File: config.mk
export PLATFORM = sky130hd
export DESIGN_NAME = stopwatch_display_driver
export DESIGN_NICKNAME = d
export VERILOG_FILES = /design/src/rtl/stopwatch_display_driver_pkg.sv /design/src/rtl/stopwatch_display_driver_spi_frame_tx.sv /design/src/rtl/stopwatch_display_driver.sv
export SDC_FILE = /design/constraint.sdc
export NUM_CORES = 1
export LEC_CHECK = 0
export ABC_AREA = 1
export BUFFER_PORTS_ARGS = -buffer_cell sky130_fd_sc_hd__buf_2
export CAP_MARGIN = 20
export CORE_ASPECT_RATIO = 0.6
export CORE_UTILIZATION = 25
export CTS_CLUSTER_SIZE = 28
export DETAILED_ROUTE_END_ITERATION = 16
export PLACE_DENSITY = 0.47
export SLEW_MARGIN = 0
export SYNTH_ARGS = -nofsm -noshare
export SYNTH_HDL_FRONTEND = slang
export SYNTH_SLANG_ARGS = --single-unit
export TNS_END_PERCENT = 100
File: constraint.sdc
create_clock -name clk -period 3.8 [get_ports clk]
set_input_delay 0.76 -clock clk [delete_from_list [all_inputs] [get_ports clk]]
set_output_delay 0.76 -clock clk [all_outputs]
set_load 0.02 [all_outputs]
File: src/rtl/stopwatch_display_driver_pkg.sv
// Shared definitions for the stopwatch MAX7219 driver: register map, init data,
// controller/transmitter state encodings and frame-building helpers.
package stopwatch_display_driver_pkg;

  localparam logic [7:0] REG_DIGIT0    = 8'h01;
  localparam logic [7:0] REG_DIGIT1    = 8'h02;
  localparam logic [7:0] REG_DIGIT2    = 8'h03;
  localparam logic [7:0] REG_DIGIT3    = 8'h04;
  localparam logic [7:0] REG_DIGIT4    = 8'h05;
  localparam logic [7:0] REG_DIGIT5    = 8'h06;
  localparam logic [7:0] REG_DECODE    = 8'h09;
  localparam logic [7:0] REG_INTENSITY = 8'h0A;
  localparam logic [7:0] REG_SCANLIMIT = 8'h0B;
  localparam logic [7:0] REG_SHUTDOWN  = 8'h0C;
  localparam logic [7:0] REG_TEST      = 8'h0F;

  localparam logic [7:0] INIT_SHUTDOWN_OFF = 8'h01;
  localparam logic [7:0] INIT_TEST_OFF     = 8'h00;
  localparam logic [7:0] INIT_DECODE_ALL   = 8'hFF;
  localparam logic [7:0] INIT_SCAN_0_5     = 8'h05;

  localparam logic [3:0] DP_NIBBLE = 4'h8;

  localparam int INIT_FRAMES  = 5;
  localparam int DIGIT_FRAMES = 6;

  typedef enum logic [2:0] {
    CTL_RESET,
    CTL_INIT,
    CTL_IDLE,
    CTL_LOAD,
    CTL_SEND
  } ctl_state_e;

  typedef enum logic [1:0] {
    TX_IDLE,
    TX_SHIFT,
    TX_TAIL
  } tx_state_e;

  typedef struct packed {
    logic [2:0] min_x0;
    logic [3:0] min_0x;
    logic [2:0] sec_x0;
    logic [3:0] sec_0x;
    logic [3:0] ces_x0;
    logic [3:0] ces_0x;
  } digits_t;

  function automatic logic [15:0] init_frame(input logic [2:0] idx, input logic [3:0] intensity);
    logic [15:0] w;
    case (idx)
      3'd0:    w = {REG_SHUTDOWN, INIT_SHUTDOWN_OFF};
      3'd1:    w = {REG_TEST, INIT_TEST_OFF};
      3'd2:    w = {REG_DECODE, INIT_DECODE_ALL};
      3'd3:    w = {REG_SCANLIMIT, INIT_SCAN_0_5};
      default: w = {REG_INTENSITY, 4'h0, intensity};
    endcase
    return w;
  endfunction

  // Decimal points sit on digits 3 and 5 (seconds and minutes units).
  function automatic logic [15:0] digit_frame(input logic [2:0] idx, input digits_t d);
    logic [15:0] w;
    case (idx)
      3'd0:    w = {REG_DIGIT0, 4'h0, d.ces_0x};
      3'd1:    w = {REG_DIGIT1, 4'h0, d.ces_x0};
      3'd2:    w = {REG_DIGIT2, DP_NIBBLE, d.sec_0x};
      3'd3:    w = {REG_DIGIT3, 5'h00, d.sec_x0};
      3'd4:    w = {REG_DIGIT4, DP_NIBBLE, d.min_0x};
      default: w = {REG_DIGIT5, 5'h00, d.min_x0};
    endcase
    return w;
  endfunction

endpackage

File: src/rtl/stopwatch_display_driver_spi_frame_tx.sv
// 16-bit MSB-first frame transmitter for the MAX7219 3-wire interface.
// start_i is accepted only when idle; done_o pulses one cycle after the frame tail.
module spi_frame_tx
  import stopwatch_display_driver_pkg::*;
#(
  parameter int CLK_DIV = 2
) (
  input  logic        clk,
  input  logic        rst,
  input  logic        start_i,
  input  logic [15:0] data_i,
  output logic        done_o,
  output logic        cs_n_o,
  output logic        sclk_o,
  output logic        mosi_o
);

  localparam logic [7:0] DIV_LAST = 8'(CLK_DIV - 1);

  tx_state_e   state_q;
  logic [15:0] shreg_q;
  logic [7:0]  div_q;
  logic [3:0]  bit_q;
  logic        cs_n_q, sclk_q, mosi_q, done_q;

  always_ff @(posedge clk) begin
    if (rst) begin
      state_q <= TX_IDLE;
      shreg_q <= '0;
      div_q   <= '0;
      bit_q   <= '0;
      cs_n_q  <= 1'b1;
      sclk_q  <= 1'b0;
      mosi_q  <= 1'b0;
      done_q  <= 1'b0;
    end else begin
      done_q <= 1'b0;
      case (state_q)
        TX_IDLE: begin
          if (start_i) begin
            state_q <= TX_SHIFT;
            cs_n_q  <= 1'b0;
            sclk_q  <= 1'b0;
            mosi_q  <= data_i[15];
            shreg_q <= {data_i[14:0], 1'b0};
            div_q   <= '0;
            bit_q   <= '0;
          end
        end
        TX_SHIFT: begin
          if (div_q == DIV_LAST) begin
            div_q <= '0;
            if (!sclk_q) begin
              sclk_q <= 1'b1;
            end else if (bit_q == 4'd15) begin
              cs_n_q  <= 1'b1;
              sclk_q  <= 1'b0;
              state_q <= TX_TAIL;
            end else begin
              // mosi only moves on the falling sclk edge
              sclk_q  <= 1'b0;
              mosi_q  <= shreg_q[15];
              shreg_q <= {shreg_q[14:0], 1'b0};
              bit_q   <= bit_q + 4'd1;
            end
          end else begin
            div_q <= div_q + 8'd1;
          end
        end
        TX_TAIL: begin
          if (div_q == DIV_LAST) begin
            div_q   <= '0;
            done_q  <= 1'b1;
            state_q <= TX_IDLE;
          end else begin
            div_q <= div_q + 8'd1;
          end
        end
        default: state_q <= TX_IDLE;
      endcase
    end
  end

  assign done_o = done_q;
  assign cs_n_o = cs_n_q;
  assign sclk_o = sclk_q;
  assign mosi_o = mosi_q;

endmodule

File: src/rtl/stopwatch_display_driver.sv
// Stopwatch MM:SS.CC display driver: initialises a MAX7219 after reset, then
// sends the six digit registers from a snapshot on every update request.
module stopwatch_display_driver
  import stopwatch_display_driver_pkg::*;
#(
  parameter int CLK_DIV   = 2,
  parameter int INTENSITY = 8
) (
  input  logic       clk,
  input  logic       rst,
  input  logic       update,
  input  logic [2:0] min_X0,
  input  logic [3:0] min_0X,
  input  logic [2:0] sec_X0,
  input  logic [3:0] sec_0X,
  input  logic [3:0] ces_X0,
  input  logic [3:0] ces_0X,
  output logic       cs_n,
  output logic       sclk,
  output logic       mosi,
  output logic       busy
);

  localparam logic [3:0] INTENSITY_L = 4'(INTENSITY);
  localparam logic [2:0] INIT_LAST   = 3'(INIT_FRAMES - 1);
  localparam logic [2:0] DIGIT_LAST  = 3'(DIGIT_FRAMES - 1);

  ctl_state_e  state_q;
  logic [2:0]  idx_q;
  digits_t     snap_q;
  logic        pending_q, busy_q, start_q;
  logic        tx_done;
  logic [15:0] frame_d;

  always_comb begin
    frame_d = init_frame(idx_q, INTENSITY_L);
    if (state_q == CTL_SEND) frame_d = digit_frame(idx_q, snap_q);
  end

  always_ff @(posedge clk) begin
    if (rst) begin
      state_q   <= CTL_RESET;
      idx_q     <= '0;
      snap_q    <= '0;
      pending_q <= 1'b0;
      busy_q    <= 1'b1;
      start_q   <= 1'b0;
    end else begin
      start_q <= 1'b0;
      case (state_q)
        CTL_RESET: begin
          state_q <= CTL_INIT;
          idx_q   <= '0;
          start_q <= 1'b1;
        end
        CTL_INIT: begin
          if (update) pending_q <= 1'b1;
          if (tx_done) begin
            if (idx_q == INIT_LAST) begin
              state_q <= CTL_IDLE;
              idx_q   <= '0;
              busy_q  <= pending_q | update;
            end else begin
              idx_q   <= idx_q + 3'd1;
              start_q <= 1'b1;
            end
          end
        end
        CTL_IDLE: begin
          if (update || pending_q) begin
            state_q <= CTL_LOAD;
            busy_q  <= 1'b1;
          end
        end
        CTL_LOAD: begin
          // A request arriving in this very cycle must still queue a follow-up pass.
          snap_q    <= {min_X0, min_0X, sec_X0, sec_0X, ces_X0, ces_0X};
          pending_q <= update;
          state_q   <= CTL_SEND;
          idx_q     <= '0;
          start_q   <= 1'b1;
        end
        CTL_SEND: begin
          if (update) pending_q <= 1'b1;
          if (tx_done) begin
            if (idx_q == DIGIT_LAST) begin
              state_q <= CTL_IDLE;
              idx_q   <= '0;
              busy_q  <= pending_q | update;
            end else begin
              idx_q   <= idx_q + 3'd1;
              start_q <= 1'b1;
            end
          end
        end
        default: state_q <= CTL_RESET;
      endcase
    end
  end

  spi_frame_tx #(.CLK_DIV(CLK_DIV)) u_tx (
    .clk     (clk),
    .rst     (rst),
    .start_i (start_q),
    .data_i  (frame_d),
    .done_o  (tx_done),
    .cs_n_o  (cs_n),
    .sclk_o  (sclk),
    .mosi_o  (mosi)
  );

  assign busy = busy_q;

endmodule

# [After elaboration in Yosys (flattened, before gate mapping)]
# Cells that the tools add are included.
[totals] elab_cells=131 input_bits=25 out_inout_bits=4 ff_bits=65
[classes] bitwise_logic=2 n_mux=60 n_eq_ne=25 n_reduce_logical=22 n_addsub=3
[op_table] operator="16-bit 2-to-1 mux" count=5
[op_table] operator="11-bit one-hot mux with 5 select lines" count=1
[op_table] operator="11-bit one-hot mux with 4 select lines" count=1
[op_table] operator="16-bit one-hot mux with 2 select lines" count=1
[op_table] operator="3-bit 2-to-1 mux" count=9
[op_table] operator="1-bit 2-to-1 mux" count=21
[op_table] operator="5-bit AND reduction" count=4
[op_table] operator="4-bit 2-to-1 mux" count=4
[op_table] operator="8-bit 2-to-1 mux" count=2
[op_table] operator="2-bit by 1-bit != test with 1-bit output (second input constant)" count=8
[op_table] operator="8-bit one-hot mux with 2 select lines" count=1
[op_table] operator="3-bit one-hot mux with 5 select lines" count=1
[op_table] operator="3-bit by 2-bit equality test with 1-bit output (second input constant)" count=4
[op_table] operator="2-bit 2-to-1 mux" count=5
[op_table] operator="3-bit equality test (second input constant)" count=3
[op_table] operator="3-bit one-hot mux with 3 select lines" count=1
[op_table] operator="8-bit by 1-bit adder with 8-bit output (second input constant)" count=1
[op_table] operator="8-bit by 1-bit equality test with 1-bit output (second input constant)" count=1
[op_table] operator="2-bit != test (second input constant)" count=4
[op_table] operator="1-bit one-hot mux with 2 select lines" count=4
[op_table] operator="4-bit one-hot mux with 2 select lines" count=1
[op_table] operator="2-bit OR reduction" count=4
[op_table] operator="3-bit by 1-bit equality test with 1-bit output (second input constant)" count=2
[op_table] operator="3-bit zero test" count=2
[op_table] operator="16 further kinds" count=22

# [Longest topological paths before layout]
# Gate-level depths: netlist (run 1).
[logic_depth] ltp_word=5 mapped_depth=11 mapped_depth_nobuf=11

# [Cells and area by module]
# A second synthesis (run 1) with hierarchy kept.
[unflattened] hier_cells=516 hier_area_um2=3528.4
[modules_own_cells] mod="spi_frame_tx" cells_each=256 seq_area_each_um2=660.6 n_inst=1 area_each_um2=1826.8
[modules_own_cells] mod="stopwatch_display_driver" cells_each=260 seq_area_each_um2=620.6 n_inst=1 area_each_um2=1701.6

# [Least setup slack after synthesis (run 1)]
# OpenSTA, ideal clock, no wires.
[synth_path] kind="reg-to-reg" start="reg u_tx.state_q[1]" end="reg u_tx.bit_q[3]" t_required_ps=3736 t_arrival_ps=1468 path_stages_with_launch=11 path_buffers=1 synth_period_minus_slack_ps=1533 setup_time_ps=64 path_slack_ps=2267 path_cell_list="dfxtp_1 -> inv_1 -> ha_1 -> inv_2 -> nor2_1 -> nor2_1 -> nand4_2 -> buf_4 -> o21bai_1 -> nand2_1 -> nor2_1"
[synth_via] elab_chain_len=3 elab_cells_between_ends=9 classes_between="5 x eq/ne; 1 x mux; 3 x reduce/logical"
[synth_rtl] element="start, declared" line_no="stopwatch_display_driver_spi_frame_tx.sv:20" text="tx_state_e state_q;"
[synth_rtl] element="start signal, assigned" line_no="stopwatch_display_driver_spi_frame_tx.sv:28" text="state_q <= TX_IDLE;"
[synth_rtl] element="start signal, assigned" line_no="stopwatch_display_driver_spi_frame_tx.sv:41" text="state_q <= TX_SHIFT;"
[synth_rtl] element="start signal, assigned" line_no="stopwatch_display_driver_spi_frame_tx.sv:58" text="state_q <= TX_TAIL;"
[synth_rtl] element="2-bit by 1-bit equality test with 1-bit output / 2-bit zero test (equally long branches)" line_no="stopwatch_display_driver_spi_frame_tx.sv:38" text="case (state_q)"
[synth_rtl] element="2-bit by 1-bit != test with 1-bit output (no source line) (tied with other cells)"
[synth_rtl] element="5-bit AND reduction (no source line)"
[synth_rtl] element="end signal, assigned" line_no="stopwatch_display_driver_spi_frame_tx.sv:64" text="bit_q <= bit_q + 4'd1;"
[synth_rtl] element="end, declared" line_no="stopwatch_display_driver_spi_frame_tx.sv:23" text="logic [3:0] bit_q;"
# Parallel ways exist; a longest one is shown, timed or not.
# A chain may end at the register's enable or synchronous reset.

# [Final worst setup path (run 1)]
# Ends and elaborated chain as after synthesis.

==> results of run 1 <==
[synth_stat cells]
cell       count
nand2_1      110
nor2_1        82
dfxtp_1       64
o21ai_0       51
inv_1         41
a21oi_1       37
nand3_1       27
ha_1          12
clkbuf_1       9
buf_2          6
inv_2          6
nand4_1        6
o21ai_1        4
and3_1         3
clkinv_1       2
o211ai_1       2
o22ai_1        2
a2bb2oi_1      1
a31oi_1        1
and2_1         1
buf_4          1
buf_6          1
clkinv_2       1
nand2_2        1
nand4_2        1
nor3_1         1
nor3_2         1
nor3b_2        1
o21a_1         1
o21bai_1       1
o221ai_1       1
or2_0          1
xor2_1         1
[worst reg2reg max path: stages, from the launching register on]
cell and delay (ns):
dfxtp_1 0.33, inv_1 0.08, ha_1 0.18, buf_4 0.21
inv_2 0.19, nor2_1 0.08, nor2_1 0.21, nand4_2 0.51
clkinv_2 0.39, nand3_1 0.12, nand2_1 0.08, nor2_1 0.04
[routing by layer]
metal,part of all wire,GRT usage
met2,0.37,0.171
met1,0.57,0.192
met3,0.050,0.0416
met5,0,0
met4,0.0086,0.0326
[flip-flops by register name, indices dropped and copies added, names as in the netlist, 2 cells and up]
register	count
u_tx.state_q	2
u_tx.div_q	8
u_tx.shreg_q	15
idx_q	3
state_q	3
snap_q	22
u_tx.bit_q	4
[per-stage QoR]
step	cells	hold slack (ns)	instance area (um2)
2_1_floorplan	480	0.430	3210
3_3_place_gp	657	0.448	3480
3_5_place_dp	657	0.450	3480
4_1_cts	673	0.464	3770
5_1_grt	674	0.476	3790
6_report	674	0.461	3790
[worst min-delay path by stage]
stage	from	to	slack, ns	cells past startpoint
final	busy	busy	0.46	2
after floorplan	snap_q[8]	snap_q[8]	0.43	2
after CTS	u_tx.shreg_q[9]	u_tx.shreg_q[9]	0.46	2
after detailed placement	busy	busy	0.45	2
after global placement	busy	busy	0.45	2
after global routing	u_tx.shreg_q[9]	u_tx.shreg_q[9]	0.48	2
[cell type report]
class / instances / area [um2]
fillers: 1367 / 8500
well taps: 165 / 206
repair buffers: 30 / 175
inverters: 50 / 189
flip-flops and latches: 64 / 1280
clock buffers: 12 / 256
multi-input cells: 349 / 1660
clock inverters: 4 / 28.8
[cells by family after synthesis]
| group | Yosys count | synth area share |
|---|---|---|
| xor+xnor | 1 | 0.00273 |
| simple gates | 235 | 0.303 |
| buf+inv | 67 | 0.0846 |
| fa+ha+maj | 12 | 0.0468 |
| flops | 64 | 0.399 |
| compound gates | 101 | 0.164 |
[where the power goes]
| part | leakage (nW) | internal (mW) | switching [mW] | total [mW] |
|---|---|---|---|---|
| logic | 0.946 | 0.302 | 0.649 | 0.951 |
| clock network | 0.135 | 0.477 | 0.306 | 0.783 |
| registers | 0.521 | 0.810 | 0.0818 | 0.892 |
| total | 1.60 | 1.59 | 1.04 | 2.63 |
==> impl_metrics.toml, run 1 <==
[setup_path]
crit_type = "reg -> reg"
critPathLaunchType = "register"
cp.required_ns = 4.01
regToRegEndpoint = "u_tx.bit_q[3]"
cp_max_fo = 24
crit_top_cell = "nor2_1"
crit_chain = "inv_1, ha_1, buf_4, inv_2, nor2_1, nor2_1, nand4_2, clkinv_2, nand3_1, nand2_1, nor2_1"
worstReg2RegStart = "u_tx.state_q[1]"
worstPathArrival_ns = 2.74
cpPeakStageDelay_ns = 0.51
cpMaxStageDelayCell = "nand4_2"
crit_family = "simple AND/OR/NAND/NOR gates"
cp-end-kind = "register"
r2r_setup_slack_ns = 1.28
crit_buf_inv = 4
r2r_cells = 11
crit_end = "u_tx.bit_q[3]"
cp_num_cells = 11
crit_start = "u_tx.state_q[1]"

[worst_hold_path]
hp-class = "reg -> reg"

[timing]
slew_headroom = 0.443
fin_tns_setup_ns = 0
max_slew.worst_pin.slew_ns = 0.834
fin_worst_skew_ns = 0.00473
finalSetupViolations = 0
rsz0062_at_grt = "false"
report.final.slew_viol_count = 0
hold_viol_final = 0
finalCritPeriodShare = 0.664
finalCriticalPeriod_ns = 2.52
fmax_mhz = 396
worst_slack_ns = 1.28

[synth]
syn_inst = 480
ys_ff_latch = 64
synth_top_area_frac = 0.399
ys_top_cells_by_area = "dfxtp_1, nand2_1, nor2_1"
synth_warnings = 0
synth_cell_types = 33
yosysTopAreaCell = "dfxtp_1"
syn_avg_cell_area_um2 = 6.69
ys_seq_area_frac = 0.399
synthesis.nets = 517
synthesis.area_um2 = 3210

[route]
finalWirelength_mm = 7.90
drt_first_pass_iters = 4
vias = 2996
drc = 0
ant_nets = 0
wl_per_cell_um = 11.7
avgViaCountPerCell = 4.45
drt-initial-drc-count = 129

[pwr]
power.density_nw_per_um2 = 692
leakagePower_nw = 1.60
p_total_mw = 2.63
peakVddDrop_uv = 229

[run_status]
status = "finished clean"

[grt]
grt_overflow = 0
grt_max_degree = 40
antenna_found_initial = 0
grt.total_usage = 0.128
grt_pass1_wl_mm = 13.6
grt_pass1_vias = 2804

[clock_network]
cts_max_path_buffers = 2
h-tree-depth = 3
clk_pin_slew_ns = 0.06
cts_tree = "built"
cts_setup_buffers = 0
cts.sinks = 64
cts_root_buf = "clkbuf_16"
post_cts_resized = 0
cts_buffers = 9
holdBufCountCts = 0
clock_latency_ns = 0.33

[placed_design]
dp_hpwl_mm = 5.66
gp_congestion = 0.757
dp_slack_ns = 1.29
port_buffers = 28

[layout]
fin_util = 0.309
nets = 541
final_cell_mix = "nand2_1, nor2_1, dfxtp_1"
num_antenna_cells = 0
final_layout_size_suffix_gt1_frac = 0.110
layout_commonest_cell = "nand2_1"
synthToLayoutAreaGrowth_pct = 18.2

[die]
fp.coreArea_um2 = 12300
ios = 29
start_util = 0.261
rows = 31
dieArea_um2 = 13300
fp.dieH_um = 89.8
die_w_um = 148

[run]
drv_cap = 0
No activity file was read; power rests on OpenSTA's default activity.
==> run 2: changes to the inputs <==
- ABC_AREA: 1 -> 0
- clock period: 3.8 -> 2.5 ns (I/O delays scaled with it)
==> impl_metrics.toml, run 2 <==
[timing]
report.final.slew_viol_count = 0
finalCritPeriodShare = 0.969
finalSetupViolations = 0
slew_headroom = 0.512
fmax_mhz = 413
max_slew.worst_pin.slew_ns = 0.727
finalCriticalPeriod_ns = 2.42
hold_viol_final = 0
fin_worst_skew_ns = 0.00514

[route]
drt-initial-drc-count = 223
wl_per_cell_um = 13.4
drc = 0
vias = 2811
drt_first_pass_iters = 6
ant_nets = 0
avgViaCountPerCell = 4.66
finalWirelength_mm = 8.05

[pwr]
p_total_mw = 3.08
peakVddDrop_uv = 256
power.density_nw_per_um2 = 802
leakagePower_nw = 1.39

[placed_design]
port_buffers = 28
dp_hpwl_mm = 5.73
place_inst = 587
gp_congestion = 0.769

[run]
drv_cap = 0

[layout]
largest_reg_flops = 22
nets = 470
nFillCells = 1340
reg_top3 = "snap_q (22), u_tx.shreg_q (15), u_tx.div_q (8)"
final_cell_mix = "nand2_1, dfxtp_1, a21oi_1"
regMostFlops = "snap_q"
layout_commonest_cell = "nand2_1"
num_antenna_cells = 0
fin_util = 0.316
regArea_um2 = 1280
multi_input_comb_area_um2 = 1750
final_cells = 603
synthToLayoutAreaGrowth_pct = 21.9
final_layout_size_suffix_gt1_frac = 0.169

[setup_path]
crit_type = "reg -> reg"
cpMaxStageDelayCell = "or4_4"
r2r_setup_slack_ns = 0.08
cpPeakStageDelay_ns = 0.57
critPathLaunchType = "register"
cp-end-kind = "register"
crit_chain = "inv_1, ha_1, or4b_4, or4_4, o21a_4, buf_4, a211oi_2, o31ai_1"
worstPathArrival_ns = 2.63
cp.required_ns = 2.70
cp_max_fo = 9

[die]
start_util = 0.259
rows = 31
ios = 29
dieArea_um2 = 13100
fp.coreArea_um2 = 12200
fp.dieH_um = 89.0
die_w_um = 147

[synth]
synth_common_cells = "nand2_1, dfxtp_1, a21oi_1, nor2_1, clkbuf_1"
synth_warnings = 0
syn_inst = 404
syn_avg_cell_area_um2 = 7.81
synthesis.nets = 441
yosysMostFrequentCell = "nand2_1"
ys_seq_area_frac = 0.406
synthesis.area_um2 = 3150
ys_ff_latch = 64
synth_cell_types = 46
yosysTopAreaCell = "dfxtp_1"
synth_top_area_frac = 0.406
ys_top_cells_by_area = "dfxtp_1, nand2_1, a21oi_1"
async_reset_ff_frac = 0
synth_ff_type = "dfxtp_1"
synth-edff-count = 0

[grt]
gr-usage-met2 = 0.185
use_met1 = 0.197
grt_max_degree = 27
grt_pass1_vias = 2687
gr-max-usage-layer = "met1"
met3_usage = 0.0372
grt_overflow = 0
antenna_found_initial = 0
grt_pass1_wl_mm = 13.6
grt.total_usage = 0.134

[clock_network]
cts_root_buf = "clkbuf_16"
clock_latency_ns = 0.33
h-tree-depth = 3
cts_buffers = 9
cts_max_path_buffers = 2
clk_pin_slew_ns = 0.05
holdBufCountCts = 0
post_cts_resized = 0
cts_tree = "built"
cts.sinks = 64
cts_setup_buffers = 0

[run_status]
status = "finished clean"

[worst_hold_path]
hp-class = "in -> reg"
==> run 2: cell types whose count changed in the layout (fill, tap and decap cells not counted), sizes merged, moves of 15 or more <==
| cell | change |
|---|---|
| nand2 | -43 |
| nor2 | -43 |
| inv | -38 |
| o21ai | -32 |
| buf | +17 |
| nand3 | -15 |
==> run 2: final timing paths <==
| path | start | to | depth (start not counted) |
|---|---|---|---|
| setup reg to reg | u_tx.div_q[1] | u_tx.shreg_q[2] | 8 |
| hold / removal | ces_0X[1] | snap_q[1] | 3 |
| setup / recovery | u_tx.div_q[1] | u_tx.shreg_q[2] | 8 |
| hold reg to reg | u_tx.shreg_q[12] | u_tx.shreg_q[12] | 2 |
==> run 2: kinds of logic (layout without fill, tap and decap cells) <==
kind of cell    after synthesis  count (layout)  synth area share
xor+xnor                      3               3           0.00833
simple gates                171             171             0.254
fa+ha+maj                    12              12            0.0476
mux                           5               5            0.0163
compound gates              111             111             0.219
flops                        64              64             0.406
buf+inv                      38              72            0.0484
==> run 2: where the power goes <==
group	internal (mW)	switching [mW]
clock	0.747	0.443
combinational	0.306	0.438
sequential	1.10	0.0521
total	2.15	0.934
==> run 2: per-layer routing <==
layer,share of wire,up-vias
li1,-,1490
met1,0.58,1286
met2,0.39,33
met3,0.032,2
met4,0.0034,0
met5,0,-
==> run 2: cell type report <==
class / count / share of cell area
Timing Repair Buffer: 47 / 0.0736
Inverter: 9 / 0.00879
Clock inverter: 3 / 0.00391
Tap cell: 165 / 0.0537
Clock buffer: 13 / 0.0703
Sequential cell: 64 / 0.333
Multi-Input combinational cell: 302 / 0.456
==> run 2: metrics by stage <==
| step | setup slack, ns | hold WS (ns) | area (um2) | setup TNS, ns |
|---|---|---|---|---|
| CTS | 0.0669 | 0.392 | 3810 | 0 |
| finish | 0.0768 | 0.405 | 3840 | 0 |
| detailed placement | 0.0752 | 0.449 | 3520 | 0 |
| global placement | 0.135 | 0.445 | 3520 | 0 |
| floorplan | 0.137 | 0.429 | 3150 | 0 |
| global route | -0.0150 | 0.396 | 3840 | -0.0150 |
==> run 2: worst max-delay path: cells and delay by family, from the launching register on <==
family / cells / cell delay (ns)
adders and majority gates: 1 / 0.13
AOI/OAI and AO/OA: 3 / 0.54
buffers and inverters: 2 / 0.24
DFF: 1 / 0.33
and+or+nand+nor: 2 / 1.07
